==> src/rtl/sccb_config_sequencer_if.sv <==
// Handshake bundle between the config sequencer and the SCCB master.
interface sccb_config_sequencer_if;
  logic       sccb_start;
  logic       sccb_rw;
  logic [7:0] sccb_reg;
  logic [7:0] sccb_wdata;
  logic [7:0] sccb_rdata;
  logic       sccb_nack;
  logic       sccb_ready;

  modport master (output sccb_start, sccb_rw, sccb_reg, sccb_wdata,
                  input  sccb_rdata, sccb_nack, sccb_ready);
  modport slave  (input  sccb_start, sccb_rw, sccb_reg, sccb_wdata,
                  output sccb_rdata, sccb_nack, sccb_ready);
endinterface

==> src/rtl/sccb_config_sequencer.sv <==
// Table-driven SCCB configuration engine: walks a registered ROM of WRITE /
// WRITE_VERIFY / DELAY / END entries, retrying failed entries and flagging errors.
module sccb_config_sequencer #(
  parameter int CLK_FREQ      = 25000000,
  parameter int ROM_AW        = 8,
  parameter int DELAY_UNIT_US = 1000,
  parameter int MAX_RETRY     = 3
) (
  input  logic                       clk,
  input  logic                       reset_n,
  input  logic                       start,
  output logic [ROM_AW-1:0]          rom_addr,
  input  logic [17:0]                rom_data,
  sccb_config_sequencer_if.master    sccb,
  output logic                       busy,
  output logic                       done,
  output logic                       error,
  output logic [ROM_AW-1:0]          err_addr
);
  localparam int CYC_PER_UNIT = CLK_FREQ / 1000000 * DELAY_UNIT_US;
  localparam int DW = 8 + $clog2(CYC_PER_UNIT + 1);
  localparam int RW = $clog2(MAX_RETRY + 2);
  localparam logic [DW-1:0]     CYC_W = DW'(CYC_PER_UNIT);
  localparam logic [ROM_AW-1:0] LAST  = '1;
  localparam logic [1:0] OP_WR = 2'd0, OP_WV = 2'd1, OP_DLY = 2'd2;

  typedef enum logic [3:0] {
    IDLE, FETCH, DECODE, WR_REQ, WR_WAIT, RD_REQ, RD_WAIT, DELAY, NEXT, DONE, FAIL
  } state_t;

  state_t        state, state_nx;
  logic [DW-1:0] dly_cnt;
  logic [RW-1:0] retry_cnt;
  logic          verify, seen_low;
  logic          complete, bad, start_ok, can_retry, to_done, to_fail;

  assign start_ok  = start && (state == IDLE || state == DONE || state == FAIL);
  // A transaction is finished only once ready has dropped and come back.
  assign complete  = sccb.sccb_ready && seen_low;
  assign can_retry = retry_cnt < RW'(MAX_RETRY);
  assign to_done   = (state_nx == DONE) && (state != DONE);
  assign to_fail   = (state_nx == FAIL) && (state != FAIL);

  always_ff @(posedge clk) begin
    if (!reset_n) state <= IDLE;
    else          state <= state_nx;
  end

  always_comb begin
    state_nx        = state;
    sccb.sccb_start = 1'b0;
    bad             = 1'b0;
    case (state)
      IDLE, DONE, FAIL: if (start) state_nx = FETCH;
      FETCH:  state_nx = DECODE;
      DECODE: case (rom_data[17:16])
        OP_WR, OP_WV: state_nx = WR_REQ;
        OP_DLY:       state_nx = (rom_data[7:0] == 8'd0) ? NEXT : DELAY;
        default:      state_nx = DONE;
      endcase
      WR_REQ: if (sccb.sccb_ready) begin
        sccb.sccb_start = 1'b1;
        state_nx        = WR_WAIT;
      end
      WR_WAIT: if (complete) begin
        if (sccb.sccb_nack) bad = 1'b1;
        else                state_nx = verify ? RD_REQ : NEXT;
      end
      RD_REQ: if (sccb.sccb_ready) begin
        sccb.sccb_start = 1'b1;
        state_nx        = RD_WAIT;
      end
      RD_WAIT: if (complete) begin
        if (sccb.sccb_nack || sccb.sccb_rdata != sccb.sccb_wdata) bad = 1'b1;
        else                                                     state_nx = NEXT;
      end
      DELAY:   if (dly_cnt == DW'(1)) state_nx = NEXT;
      NEXT:    state_nx = (rom_addr == LAST) ? DONE : FETCH;
      default: state_nx = IDLE;
    endcase
    if (bad) state_nx = can_retry ? WR_REQ : FAIL;
  end

  always_ff @(posedge clk) begin
    if (!reset_n) begin
      rom_addr        <= '0;
      sccb.sccb_rw    <= 1'b0;
      sccb.sccb_reg   <= '0;
      sccb.sccb_wdata <= '0;
      busy            <= 1'b0;
      done            <= 1'b0;
      error           <= 1'b0;
      err_addr        <= '0;
      dly_cnt         <= '0;
      retry_cnt       <= '0;
      verify          <= 1'b0;
      seen_low        <= 1'b0;
    end else begin
      if (sccb.sccb_start)      seen_low <= 1'b0;
      else if (!sccb.sccb_ready) seen_low <= 1'b1;

      if (start_ok) begin
        rom_addr  <= '0;
        busy      <= 1'b1;
        done      <= 1'b0;
        error     <= 1'b0;
        retry_cnt <= '0;
      end

      case (state)
        DECODE: begin
          sccb.sccb_reg   <= rom_data[15:8];
          sccb.sccb_wdata <= rom_data[7:0];
          verify          <= (rom_data[17:16] == OP_WV);
          dly_cnt         <= DW'(rom_data[7:0]) * CYC_W;
        end
        DELAY: dly_cnt <= dly_cnt - 1'b1;
        NEXT: begin
          retry_cnt <= '0;
          if (rom_addr != LAST) rom_addr <= rom_addr + 1'b1;
        end
        default: ;
      endcase

      // Every attempt, first or retried, starts with the write half.
      if (state_nx == RD_REQ)      sccb.sccb_rw <= 1'b1;
      else if (state_nx == WR_REQ) sccb.sccb_rw <= 1'b0;

      if (bad && can_retry) retry_cnt <= retry_cnt + 1'b1;

      if (to_fail) begin
        error    <= 1'b1;
        err_addr <= rom_addr;
        busy     <= 1'b0;
      end
      if (to_done) begin
        done <= 1'b1;
        busy <= 1'b0;
      end
    end
  end
endmodule

==> src/flat_wrapper.sv <==
// flat-port wrapper written by rule: the top's interface ports become plain ports
module sccb_config_sequencer_flat 
#(
  parameter int CLK_FREQ      = 25000000,
  parameter int ROM_AW        = 8,
  parameter int DELAY_UNIT_US = 1000,
  parameter int MAX_RETRY     = 3
)
  (clk, reset_n, start, rom_addr, rom_data, busy, done, error, err_addr, sccb_sccb_start, sccb_sccb_rw, sccb_sccb_reg, sccb_sccb_wdata, sccb_sccb_rdata, sccb_sccb_nack, sccb_sccb_ready);
  sccb_config_sequencer_if sccb_i ();
  input  logic clk;
  input  logic reset_n;
  input  logic start;
  output logic [ROM_AW-1:0] rom_addr;
  input  logic [17:0] rom_data;
  output logic busy;
  output logic done;
  output logic error;
  output logic [ROM_AW-1:0] err_addr;
  output wire logic [$bits(sccb_i.sccb_start)-1:0] sccb_sccb_start;
  output wire logic [$bits(sccb_i.sccb_rw)-1:0] sccb_sccb_rw;
  output wire logic [$bits(sccb_i.sccb_reg)-1:0] sccb_sccb_reg;
  output wire logic [$bits(sccb_i.sccb_wdata)-1:0] sccb_sccb_wdata;
  input wire logic [$bits(sccb_i.sccb_rdata)-1:0] sccb_sccb_rdata;
  input wire logic [$bits(sccb_i.sccb_nack)-1:0] sccb_sccb_nack;
  input wire logic [$bits(sccb_i.sccb_ready)-1:0] sccb_sccb_ready;
  assign sccb_sccb_start = sccb_i.sccb_start;
  assign sccb_sccb_rw = sccb_i.sccb_rw;
  assign sccb_sccb_reg = sccb_i.sccb_reg;
  assign sccb_sccb_wdata = sccb_i.sccb_wdata;
  assign sccb_i.sccb_rdata = sccb_sccb_rdata;
  assign sccb_i.sccb_nack = sccb_sccb_nack;
  assign sccb_i.sccb_ready = sccb_sccb_ready;
  sccb_config_sequencer #(.CLK_FREQ(CLK_FREQ), .ROM_AW(ROM_AW), .DELAY_UNIT_US(DELAY_UNIT_US), .MAX_RETRY(MAX_RETRY)) u_core (.clk(clk), .reset_n(reset_n), .start(start), .rom_addr(rom_addr), .rom_data(rom_data), .sccb(sccb_i), .busy(busy), .done(done), .error(error), .err_addr(err_addr));
endmodule
==> config.mk <==
export PLATFORM = sky130hd
export DESIGN_NAME = sccb_config_sequencer_flat
export DESIGN_NICKNAME = d
export VERILOG_FILES = /design/src/rtl/sccb_config_sequencer_if.sv /design/src/rtl/sccb_config_sequencer.sv /design/src/flat_wrapper.sv
export SDC_FILE = /design/constraint.sdc
export NUM_CORES = 1
export LEC_CHECK = 0
export ABC_AREA = 1
export BUFFER_PORTS_ARGS = -buffer_cell sky130_fd_sc_hd__buf_4
export CAP_MARGIN = 15
export CORE_MARGIN = 4
export CORE_UTILIZATION = 34
export CTS_CLUSTER_SIZE = 8
export DETAILED_ROUTE_END_ITERATION = 8
export PLACE_DENSITY = 0.49
export SYNTH_ARGS = -nofsm -noshare
export SYNTH_HDL_FRONTEND = slang
export SYNTH_SLANG_ARGS = --single-unit
==> constraint.sdc <==
create_clock -name clk -period 7.6 [get_ports clk]
set_clock_uncertainty 0.05 [all_clocks]
set_input_delay 1.52 -clock clk [delete_from_list [all_inputs] [get_ports clk]]
set_output_delay 1.52 -clock clk [all_outputs]
set_load 0.02 [all_outputs]
# Yosys cells after proc, flatten, opt, wreduce, memory -nomap -nowiden
# Cells that the tools add are included.
[totals]
register_bits = 68
latch_bits = 0
ramBits = 0
mem_bits_ro = 0
output_inout_bits = 37
elab_cells = 96
n_memories = 0
[classes]
add_sub_neg = 3
n_mul = 1
div = 0
n_lt_le_gt_ge = 1
eq_ne = 22
shifts = 0
n_mux = 34
n_bitwise = 1
n_reduce_logical = 21
[op_table]
columns = ["cell", "count"]
rows = [
  ["$mux 4", 13],
  ["$pmux 23 s2", 1],
  ["$pmux 4 s9", 1],
  ["$mux 8", 3],
  ["$eq 23x1->1 const B", 1],
  ["$sub 23x1->23 const B", 1],
  ["$eq 4x3->1 const B", 5],
  ["$eq 4x4->1 const B", 5],
  ["$mul 8x12->20 const B", 1],
  ["$eq 4x2->1 const B", 3],
  ["$mux 1", 11],
  ["$mux 3", 3],
  ["$add 8x1->8 const B", 1],
  ["$eq 8x8->1 const B", 1],
  ["$logic_not 8->1", 1],
  ["$ne 4x4->1 const B", 2],
  ["$ne 8x8->1", 1],
  ["$ne 8x8->1 const B", 1],
  ["$pmux 4 s2", 1],
  ["$reduce_bool 2->1", 4],
  ["$reduce_or 2->1", 3],
  ["$reduce_or 3->1", 2],
  ["$logic_and 1x1->1", 5],
  ["$eq 4x1->1 const B", 1],
  ["other kinds (10)", 12],
]

# Longest topological paths before layout
# Gate-level depths: netlist of run 1.
[logic_depth]
depth_word = 9
ltp_mapped = 16
depth_no_buf = 16

# Worst setup path before layout of run 1
# Ideal clock, no wire load.
[synth_timing]
path_type = "input to register"
start = "in rom_data[3]"
end = "reg u_core.dly_cnt[12]"
t_arrival_ns = 4.309
t_required_ns = 7.436
setup_slack_ns = 3.128
stages = 12
n_path_buf = 0
path_cell_list = "ha_1 fa_1 fa_1 ha_1 ha_1 a21o_1 o21bai_1 or2_2 nand3_1 o21ai_0 o21bai_1 inv_1"
[synth_via]
elab_chain_len = 2
[synth_lines]
columns = ["element", "line", "source"]
rows = [
  ["from (decl)", "flat_wrapper.sv:15", "input logic [17:0] rom_data;"],
  ["$mul 8x12->20", "sccb_config_sequencer.sv:115", "dly_cnt <= DW'(rom_data[7:0]) * CYC_W;"],
  ["$pmux 23 s2", "sccb_config_sequencer.sv:110", "case (state)"],
  ["to (signal assigned)", "sccb_config_sequencer.sv:115", ""],
  ["to (signal assigned)", "sccb_config_sequencer.sv:117", "DELAY: dly_cnt <= dly_cnt - 1'b1;"],
  ["to (decl)", "sccb_config_sequencer.sv:32", "logic [DW-1:0] dly_cnt;"],
]
# Every way passes these cells.
# A chain may end at the register's enable or synchronous reset.

# Worst setup path in the final report of run 1
[layout_timing]
start = "in rom_data[2]"
end = "reg u_core.dly_cnt[21]"
# Same word-level chain as after synthesis.

==> flow_summary.ini, run 1 <==
[status]
outcome = completed

[floorplanning]
core_mm2 = 0.0151
die_height_um = 132
ios = 68
rows = 45
dieArea_mm2 = 0.0174
initial_core_util_pct = 34.5
die_w_um = 132

[worst_setup_path]
crit_cells = 16
path_cells = buf_4, ha_1, ha_1, inv_1, fa_1, inv_1, fa_1, ha_1, nand2_1, o21ai_1, inv_1, o21ai_1, nand3_1, nand3_1, nand3_1, a21oi_1
cp_max_fo = 6
cp_slowest_cell = fa_1
criticalPathCategory = input pin to flop
path_buf_inv = 4
slowest_delay_ns = 0.49
critical-path-top-delay-family = adder cells
reg2reg_depth = 8
arrival_ns = 4.81
start_kind = input pin
end_kind = flop
critPathRequiredTime_ns = 7.82

[synth]
post-synth-top-area-cell = dfxtp_1
synth_top_area_share_pct = 26.1
synth_warnings = 0
postSynthAreaPerCell_um2 = 7.06
ys_types = 44
synth_nets = 844
seq_area_frac_synth_pct = 26.1
synth-seq-cells = 68
syn_area_mm2 = 0.00522
synthTopCellsByArea = dfxtp_1 26%, ha_1 15%, nand2_1 10%, nor2_1 6.8%, a21oi_1 6.6%
async_flop_share_pct = 0
synthCells = 740
synthFlopType = dfxtp_1
synth_edf_count = 0

[route]
vias = 4998
postRouteAntennaNets = 0
drt_pass1_iterations = 4
drtIter0Drc = 243
routed_wirelength_um = 14400
wl_per_cell_um = 14.5
drc = 0
viasPerCell = 5.03

[cts]
cts_tree = yes
clockRootBuffer = clkbuf_16
numCtsBuffers = 9
clk_pin_slew_ns = 0.06
cts.sinks = 68
cts_buffer_depth = 2
cts_resized = 0
hold_buffers = 0
cts_setup_buffers = 0
htreeDepth = 3
clkLatencyLatePin_ns = 0.34

[power]
clkPwrFrac_pct = 28.3
internal-power_mw = 0.948
p_sw_mw = 0.635
power_density_mw_per_mm2 = 256
comb_power_share_pct = 44.1
seq_power_share_pct = 27.6
p_total_mw = 1.58
leakagePower_nw = 2.97
switching_share_pct = 40.1
ir_worst_vdd_v = 0.000105

[layout]
syn2layout_area_growth_pct = 18.5
fill_cells = 1627
post-route-util_pct = 40.9
drive_gt1_share_pct = 14.4
top_register = u_core.dly_cnt
num_antenna_cells = 0
fin_nets = 905
design_area_mm2 = 0.00619
largest_reg_flops = 23

[place]
gp_congestion = 0.898
io_buffers = 67
placed_cell_area_mm2 = 0.00587
hpwl_um = 11300

[global_route]
gr-total-overflow = 0
antenna_found_initial = 0
grt_max_degree = 38
grtUsageTotal_pct = 16.5
grt_pass1_wl_um = 23700
grt_pass1_vias = 4852

[sta]
finalSetupTns_ns = 0
setup_violations = 0
holdWs_ns = 0.413
relSlewSlack_pct = 26.3
finalMaxSlewViolations = 0
fin_crit_sh_pct = 60.4
tightest_slew_ns = 1.10
finalCriticalPeriod_ns = 4.59
max_freq_mhz = 218
final-hold-violation-count = 0
rsz0062_at_grt = false

[run]
maxCapViolCount = 0

[hold_path]
holdPathStages = 2
hold_path.class = flop to flop
power groups by stage:
| stage | registers [mW] | logic, mW | clock network [mW] |
|---|---|---|---|
| after floorplan | 0.455 | 0.500 | 0 |
| after global placement | 0.443 | 0.699 | 0 |
| after detailed placement | 0.444 | 0.701 | 0 |
| final | 0.437 | 0.699 | 0.448 |
| after CTS | 0.436 | 0.705 | 0.463 |
| after global routing | 0.442 | 0.798 | 0.473 |
cells in the mapped netlist (2+ instances only):
cell type    n
nand2_1    140
nor2_1      95
inv_1       76
a21oi_1     69
dfxtp_1     68
ha_1        61
o21ai_0     47
nand3_1     39
fa_1        12
nor3_1      12
clkbuf_1    10
xnor2_1     10
xor2_1       9
a31oi_1      8
inv_2        8
nor2_2       7
nor2_4       7
nand4_1      6
o211ai_1     6
or2_2        5
buf_2        4
o21bai_1     4
a21boi_0     3
a21o_1       3
nand2_2      3
o31ai_1      3
a211oi_1     2
a221oi_1     2
buf_6        2
inv_4        2
nor4_1       2
o21a_1       2
o21ai_1      2
routing by layer:
| layer | wire (um) | vias up | track usage (%) |
|---|---|---|---|
| li1 | - | 2578 | - |
| met1 | 6810 | 2320 | 21.2 |
| met2 | 6780 | 85 | 27.9 |
| met3 | 626 | 15 | 3.51 |
| met4 | 199 | 0 | 4.67 |
| met5 | 0 | - | 0 |
final cells by class:
class / count / area (um^2) / share of cell area [%]
Inverter: 87 / 332 / 5.36
Sequential cell: 68 / 1360 / 22.0
Clock buffer: 10 / 229 / 3.70
Tap cell: 188 / 235 / 3.80
Timing Repair Buffer: 67 / 503 / 8.13
Multi-Input combinational cell: 568 / 3440 / 55.6
Clock inverter: 6 / 88.8 / 1.44
final timing paths:
kind                         to                from  slack [ns]
max          u_core.dly_cnt[21]         rom_data[2]        3.01
min          u_core.err_addr[5]  u_core.err_addr[5]        0.41
min reg2reg  u_core.err_addr[5]  u_core.err_addr[5]        0.41
max reg2reg   u_core.dly_cnt[5]     u_core.state[3]        5.14
cell usage in the layout, fill, tap and decap left out, types with 3 or more instances in the layout:
cell type / instances
a21boi_0: 3
a21o_1: 3
a21oi_1: 69
a31oi_1: 8
buf_4: 67
clkbuf_16: 9
dfxtp_1: 68
fa_1: 12
ha_1: 61
inv_1: 76
inv_2: 8
nand2_1: 140
nand2_2: 3
nand3_1: 39
nand4_1: 6
nor2_1: 95
nor2_2: 7
nor2_4: 7
nor3_1: 12
o211ai_1: 6
o21ai_0: 47
o21bai_1: 4
o31ai_1: 3
or2_2: 5
xnor2_1: 10
xor2_1: 9
worst reg2reg max path, delay by kind of cell (launching register included):
kind	cells	cell delay (ns)
AND/OR/NAND/NOR	5	0.94
AO/OA/AOI/OAI	1	0.21
buffers and inverters	2	0.74
flip-flops	1	0.36
per-stage QoR:
| stage | worst slack (ns) | std cells |
|---|---|---|
| after floorplan | 3.13 | 740 |
| after global placement | 2.73 | 978 |
| after CTS | 2.99 | 994 |
| after detailed placement | 2.63 | 978 |
| after global routing | 2.72 | 994 |
| final | 3.01 | 994 |
cell families after synthesis:
group           share of synthesized area, %
flops                                   26.1
fa+ha+maj                               19.2
buf+inv                                 8.03
simple gates                            26.7
compound gates                          16.8
xor+xnor                                3.19
Power figures use the tool's default switching activity.
==> run 2, diff against run 1 <==
Settings changed: ABC_AREA 1 to 0.
Clock period 7.6 ns to 4.8 ns, I/O delays scaled along.
==> run 2 against run 1 <==
Against the previous run:
- die area fell by 3.5%
- sequential power rose by 55%
- final cell count fell by 16%
- via count is 11% lower
- utilization fell by 0.062 points
- wire length decreased by 6.0%
- clock power up 53%
- non-clock buffer count is 3 higher
- first-iteration DRC count is 22% higher
- global-route usage fell by 0.36 points
- combinational power grew 21%
- critical path type unchanged
==> flow_summary.ini, run 2 <==
[cts]
clk_pin_slew_ns = 0.06
clockRootBuffer = clkbuf_16
cts_resized = 0
cts.sinks = 68
hold_buffers = 0
htreeDepth = 3
cts_buffer_depth = 2
cts_tree = yes
numCtsBuffers = 9
clkLatencyLatePin_ns = 0.34
cts_setup_buffers = 0

[route]
routed_wirelength_um = 13600
drtIter0Drc = 296
viasPerCell = 5.32
wl_per_cell_um = 16.2
drc = 0
postRouteAntennaNets = 0
drt_pass1_iterations = 5
vias = 4459

[synth]
synth_nets = 697
async_flop_share_pct = 0
synth-seq-cells = 68
synth_edf_count = 0
synthFlopType = dfxtp_1
postSynthAreaPerCell_um2 = 8.48
seq_area_frac_synth_pct = 27.1
ys_top_cells_by_count = 68 x dfxtp_1, 68 x nand2_1, 61 x ha_1
post-synth-top-area-cell = dfxtp_1
synthTopCellsByArea = dfxtp_1 27%, ha_1 15%, a21oi_1 5.5%, nand2_1 5.1%, fa_1 4.8%
synth_warnings = 0
synth_top_area_share_pct = 27.1
synthCells = 593
ys_types = 79
syn_area_mm2 = 0.00503

[sta]
finalSetupTns_ns = 0
fin_crit_sh_pct = 90.4
final-hold-violation-count = 0
finalCriticalPeriod_ns = 4.34
tightest_slew_ns = 1.00
rsz0062_at_grt = false
setup_violations = 0
max_freq_mhz = 231
relSlewSlack_pct = 33.1
finalMaxSlewViolations = 0
layout_setup_ws_ns = 0.462

[worst_setup_path]
arrival_ns = 4.51
start_kind = input pin
criticalPathCategory = input pin to flop
end_kind = flop
critPathRequiredTime_ns = 4.97
cp_max_fo = 6

[layout]
syn2layout_area_growth_pct = 18.0
post-route-util_pct = 40.8
fin_nets = 753
final_cell_mix = 70 x buf_4, 68 x nand2_1, 68 x dfxtp_1
largest_reg_flops = 23
top_register = u_core.dly_cnt
num_antenna_cells = 0
fill_cells = 1509
mostFrequentLayoutCell = buf_4
drive_gt1_share_pct = 17.1

[power]
power_density_mw_per_mm2 = 372
leakagePower_nw = 2.66
ir_worst_vdd_v = 0.000166

[global_route]
gr-total-overflow = 0
grt_pass1_vias = 4339
grtUsageTotal_pct = 16.1
grt_max_degree = 56
antenna_found_initial = 0
grt_pass1_wl_um = 21800

[place]
dp_slack_ns = 0.112
io_buffers = 67
hpwl_um = 10300
gp_congestion = 0.874

[floorplanning]
rows = 44
ios = 68
dieArea_mm2 = 0.0168
initial_core_util_pct = 34.6
die_height_um = 130
die_w_um = 130
core_mm2 = 0.0145

[run]
maxCapViolCount = 0

[hold_path]
hold_path.class = flop to flop

[status]
outcome = completed
[run 2: cell count changes in the layout (fill, tap and decap cells not counted), sizes merged, moves of 8 or more]
| cell | previous run | this run |
|---|---|---|
| a21oi | 69 | 56 |
| inv | 86 | 26 |
| mux2i | 0 | 11 |
| nand2 | 143 | 68 |
| nand3 | 39 | 12 |
| nor2 | 109 | 61 |
| nor4 | 2 | 12 |
| o21ai | 49 | 28 |
| or3 | 0 | 9 |
| xor2 | 9 | 17 |
[run 2: cell type report]
cell class / instances / area [um^2] / share of cell area, %
Timing Repair Buffer: 70 / 526 / 8.86
Multi-Input combinational cell: 478 / 3420 / 57.7
Tap cell: 184 / 230 / 3.88
Inverter: 22 / 82.6 / 1.39
Clock inverter: 7 / 82.6 / 1.39
Clock buffer: 9 / 225 / 3.80
Sequential cell: 68 / 1360 / 23.0
[run 2: kinds of logic after synthesis]
logic type      share of synthesized area, %
compound gates                          19.1
simple gates                            22.0
mux                                     2.19
buf+inv                                 5.00
fa+ha+maj                               20.0
xor+xnor                                4.70
flops                                   27.1
[run 2: worst paths after layout]
| kind | cells past startpoint | start | slack (ns) | end |
|---|---|---|---|---|
| max reg2reg | 7 | u_core.state[1] | 1.98 | u_core.busy |
| min | 2 | u_core.sccb.sccb_reg[1] | 0.41 | u_core.sccb.sccb_reg[1] |
| max | 15 | rom_data[2] | 0.46 | u_core.dly_cnt[21] |
| min reg2reg | 2 | u_core.sccb.sccb_reg[1] | 0.41 | u_core.sccb.sccb_reg[1] |
[run 2: metrics by stage]
step	cells	power [mW]	hold WS [ns]	cell area (um^2)
2_1_floorplan	593	1.31	0.405	5030
3_3_place_gp	822	1.52	0.394	5620
3_5_place_dp	822	1.53	0.398	5620
4_1_cts	838	2.23	0.412	5930
5_1_grt	838	2.36	0.440	5930
6_report	838	2.21	0.408	5930
[run 2: where the power goes]
| part | total (mW) | leakage [nW] | internal (mW) | switching, mW |
|---|---|---|---|---|
| clock network | 0.686 | 0.145 | 0.411 | 0.275 |
| logic | 0.846 | 1.97 | 0.359 | 0.487 |
| registers | 0.677 | 0.551 | 0.613 | 0.0646 |
[run 2: metal layers]
layer	routed length, um	up-vias	GRT usage [%]
li1	-	2263	-
met2	6450	101	26.4
met4	270	0	5.26
met1	6300	2074	21.6
met3	533	21	2.93
met5	0	-	0
[run 2: critical path, cell delays in order]
cell	delay [ns]
buf_4	0.14
ha_1	0.33
ha_1	0.28
inv_1	0.05
fa_1	0.49
inv_1	0.05
fa_1	0.47
ha_1	0.37
a211oi_1	0.23
nor2_1	0.11
o2111ai_1	0.27
a31oi_1	0.17
a31oi_1	0.25
nor4_1	0.07
a211o_1	0.27
==> run 3, diff against run 2 <==
Settings changed: CORE_MARGIN 4 to 2.
==> run 3 against run 2 <==
Against the previous run:
- die area is 6.1% lower
- largest cell class unchanged
- final cell count stayed put
- largest power group unchanged
- count of clock-buffer cells in the layout is 1 higher
- critical path type unchanged
- highest routed layer unchanged
==> flow_summary.ini, run 3 (same netlist as run 2, synthesis figures left out) <==
[layout]
syn2layout_area_growth_pct = 17.7
mostFrequentLayoutCell = buf_4
drive_gt1_share_pct = 17.0
num_antenna_cells = 0
top_register = u_core.dly_cnt
largest_reg_flops = 23
final_cell_mix = 70 x buf_4, 68 x nand2_1, 68 x dfxtp_1
fin_nets = 753

[power]
seq_power_share_pct = 31.1
ir_worst_vdd_v = 0.000169
p_sw_mw = 0.806
power_density_mw_per_mm2 = 368
switching_share_pct = 37.0
clkPwrFrac_pct = 30.3
internal-power_mw = 1.37
leakagePower_nw = 2.66
p_total_mw = 2.18
comb_power_share_pct = 38.6

[global_route]
gr-total-overflow = 0
grt_pass1_wl_um = 22500
grt_max_degree = 56
grt_pass1_vias = 4341
grtUsageTotal_pct = 17.6
antenna_found_initial = 0

[cts]
cts_resized = 0
cts.sinks = 68
clkLatencyLatePin_ns = 0.34
cts_buffer_depth = 2
cts_tree = yes
cts_setup_buffers = 0
htreeDepth = 3
clk_pin_slew_ns = 0.06
clockRootBuffer = clkbuf_16
hold_buffers = 0
numCtsBuffers = 9

[route]
drc = 0
vias = 4497
viasPerCell = 5.37
routed_wirelength_um = 13800
postRouteAntennaNets = 0
drtIter0Drc = 379
wl_per_cell_um = 16.4
drt_pass1_iterations = 5

[place]
hpwl_um = 10400
gp_congestion = 0.860
io_buffers = 67

[status]
outcome = completed

[sta]
rsz0062_at_grt = false
finalMaxSlewViolations = 0
fin_crit_sh_pct = 90.7
setup_violations = 0
relSlewSlack_pct = 29.8
finalCriticalPeriod_ns = 4.35
max_freq_mhz = 230
finalSetupTns_ns = 0
final-hold-violation-count = 0
tightest_slew_ns = 1.05

[worst_setup_path]
cp_max_fo = 6
end_kind = flop
arrival_ns = 4.53
slowest_delay_ns = 0.49
path_cells = buf_4, ha_1, ha_1, inv_1, fa_1, inv_1, fa_1, ha_1, a211oi_1, nor2_1, o2111ai_1, a31oi_1, a31oi_1, nor4_1, a211o_1
crit_path_frequent_cell = ha_1
crit_cells = 15
criticalPathCategory = input pin to flop
start_kind = input pin
cp_slowest_cell = fa_1
reg2reg_depth = 7
critical-path-top-delay-family = adder cells
critPathRequiredTime_ns = 4.98
path_buf_inv = 3

[run]
maxCapViolCount = 0

[hold_path]
hold_path.class = flop to flop
holdPathStages = 2

[floorplanning]
die_height_um = 126
die_w_um = 126
initial_core_util_pct = 34.7
rows = 44
dieArea_mm2 = 0.0158
core_mm2 = 0.0145
ios = 68
run 3: cell count changes in the layout (fill, tap and decap cells not counted):
cell,delta
clkinv_2,+2
inv_6,-2
inv_8,-1
clkbuf_1,+1
run 3: through the flow:
| step | instances | hold slack, ns | cell area, um^2 | util [%] | setup WS, ns |
|---|---|---|---|---|---|
| after floorplan | 593 | 0.405 | 5030 | - | 0.442 |
| after global placement | 822 | 0.394 | 5620 | 38.8 | 0.169 |
| after detailed placement | 822 | 0.400 | 5620 | 38.8 | 0.0945 |
| after CTS | 838 | 0.408 | 5920 | 40.9 | 0.444 |
| after global routing | 838 | 0.437 | 5920 | 40.9 | 0.282 |
| final | 838 | 0.406 | 5920 | 40.9 | 0.446 |
run 3: path summary, 6_finish.rpt:
path | to | from | slack (ns)
worst max-delay path | u_core.dly_cnt[21] | rom_data[2] | 0.45
worst min register to register | u_core.sccb.sccb_reg[6] | u_core.sccb.sccb_reg[6] | 0.41
worst min-delay path | u_core.sccb.sccb_reg[6] | u_core.sccb.sccb_reg[6] | 0.41
worst max register to register | u_core.busy | u_core.state[1] | 1.94
run 3: area by class of cell:
cell class,count,area [um^2]
flip-flops and latches,68,1360
inverters,22,82.6
repair buffers,70,526
fillers,1511,8560
multi-input cells,478,3420
clock inverters,6,63.8
well taps,184,230
clock buffers,10,229
run 3: per-layer routing:
layer	track usage [%]	wire length [um]
met1	23.6	6570
met2	29.5	6600
met3	3.21	477
met4	4.18	112
met5	0	0
run 3: tightest hold or removal path, cell delays in order (launching register included):
cell and delay (ns):
dfxtp_1 0.31, nand2_1 0.05, a21oi_1 0.05
run 3: power groups by stage:
stage               Combinational [mW]  Clock [mW]  Sequential (mW)
finish                           0.841       0.659            0.679
global route                     0.946       0.697            0.688
CTS                              0.847       0.675            0.677
detailed placement               0.838           0            0.688
global placement                 0.841           0            0.687
floorplan                        0.632           0            0.678
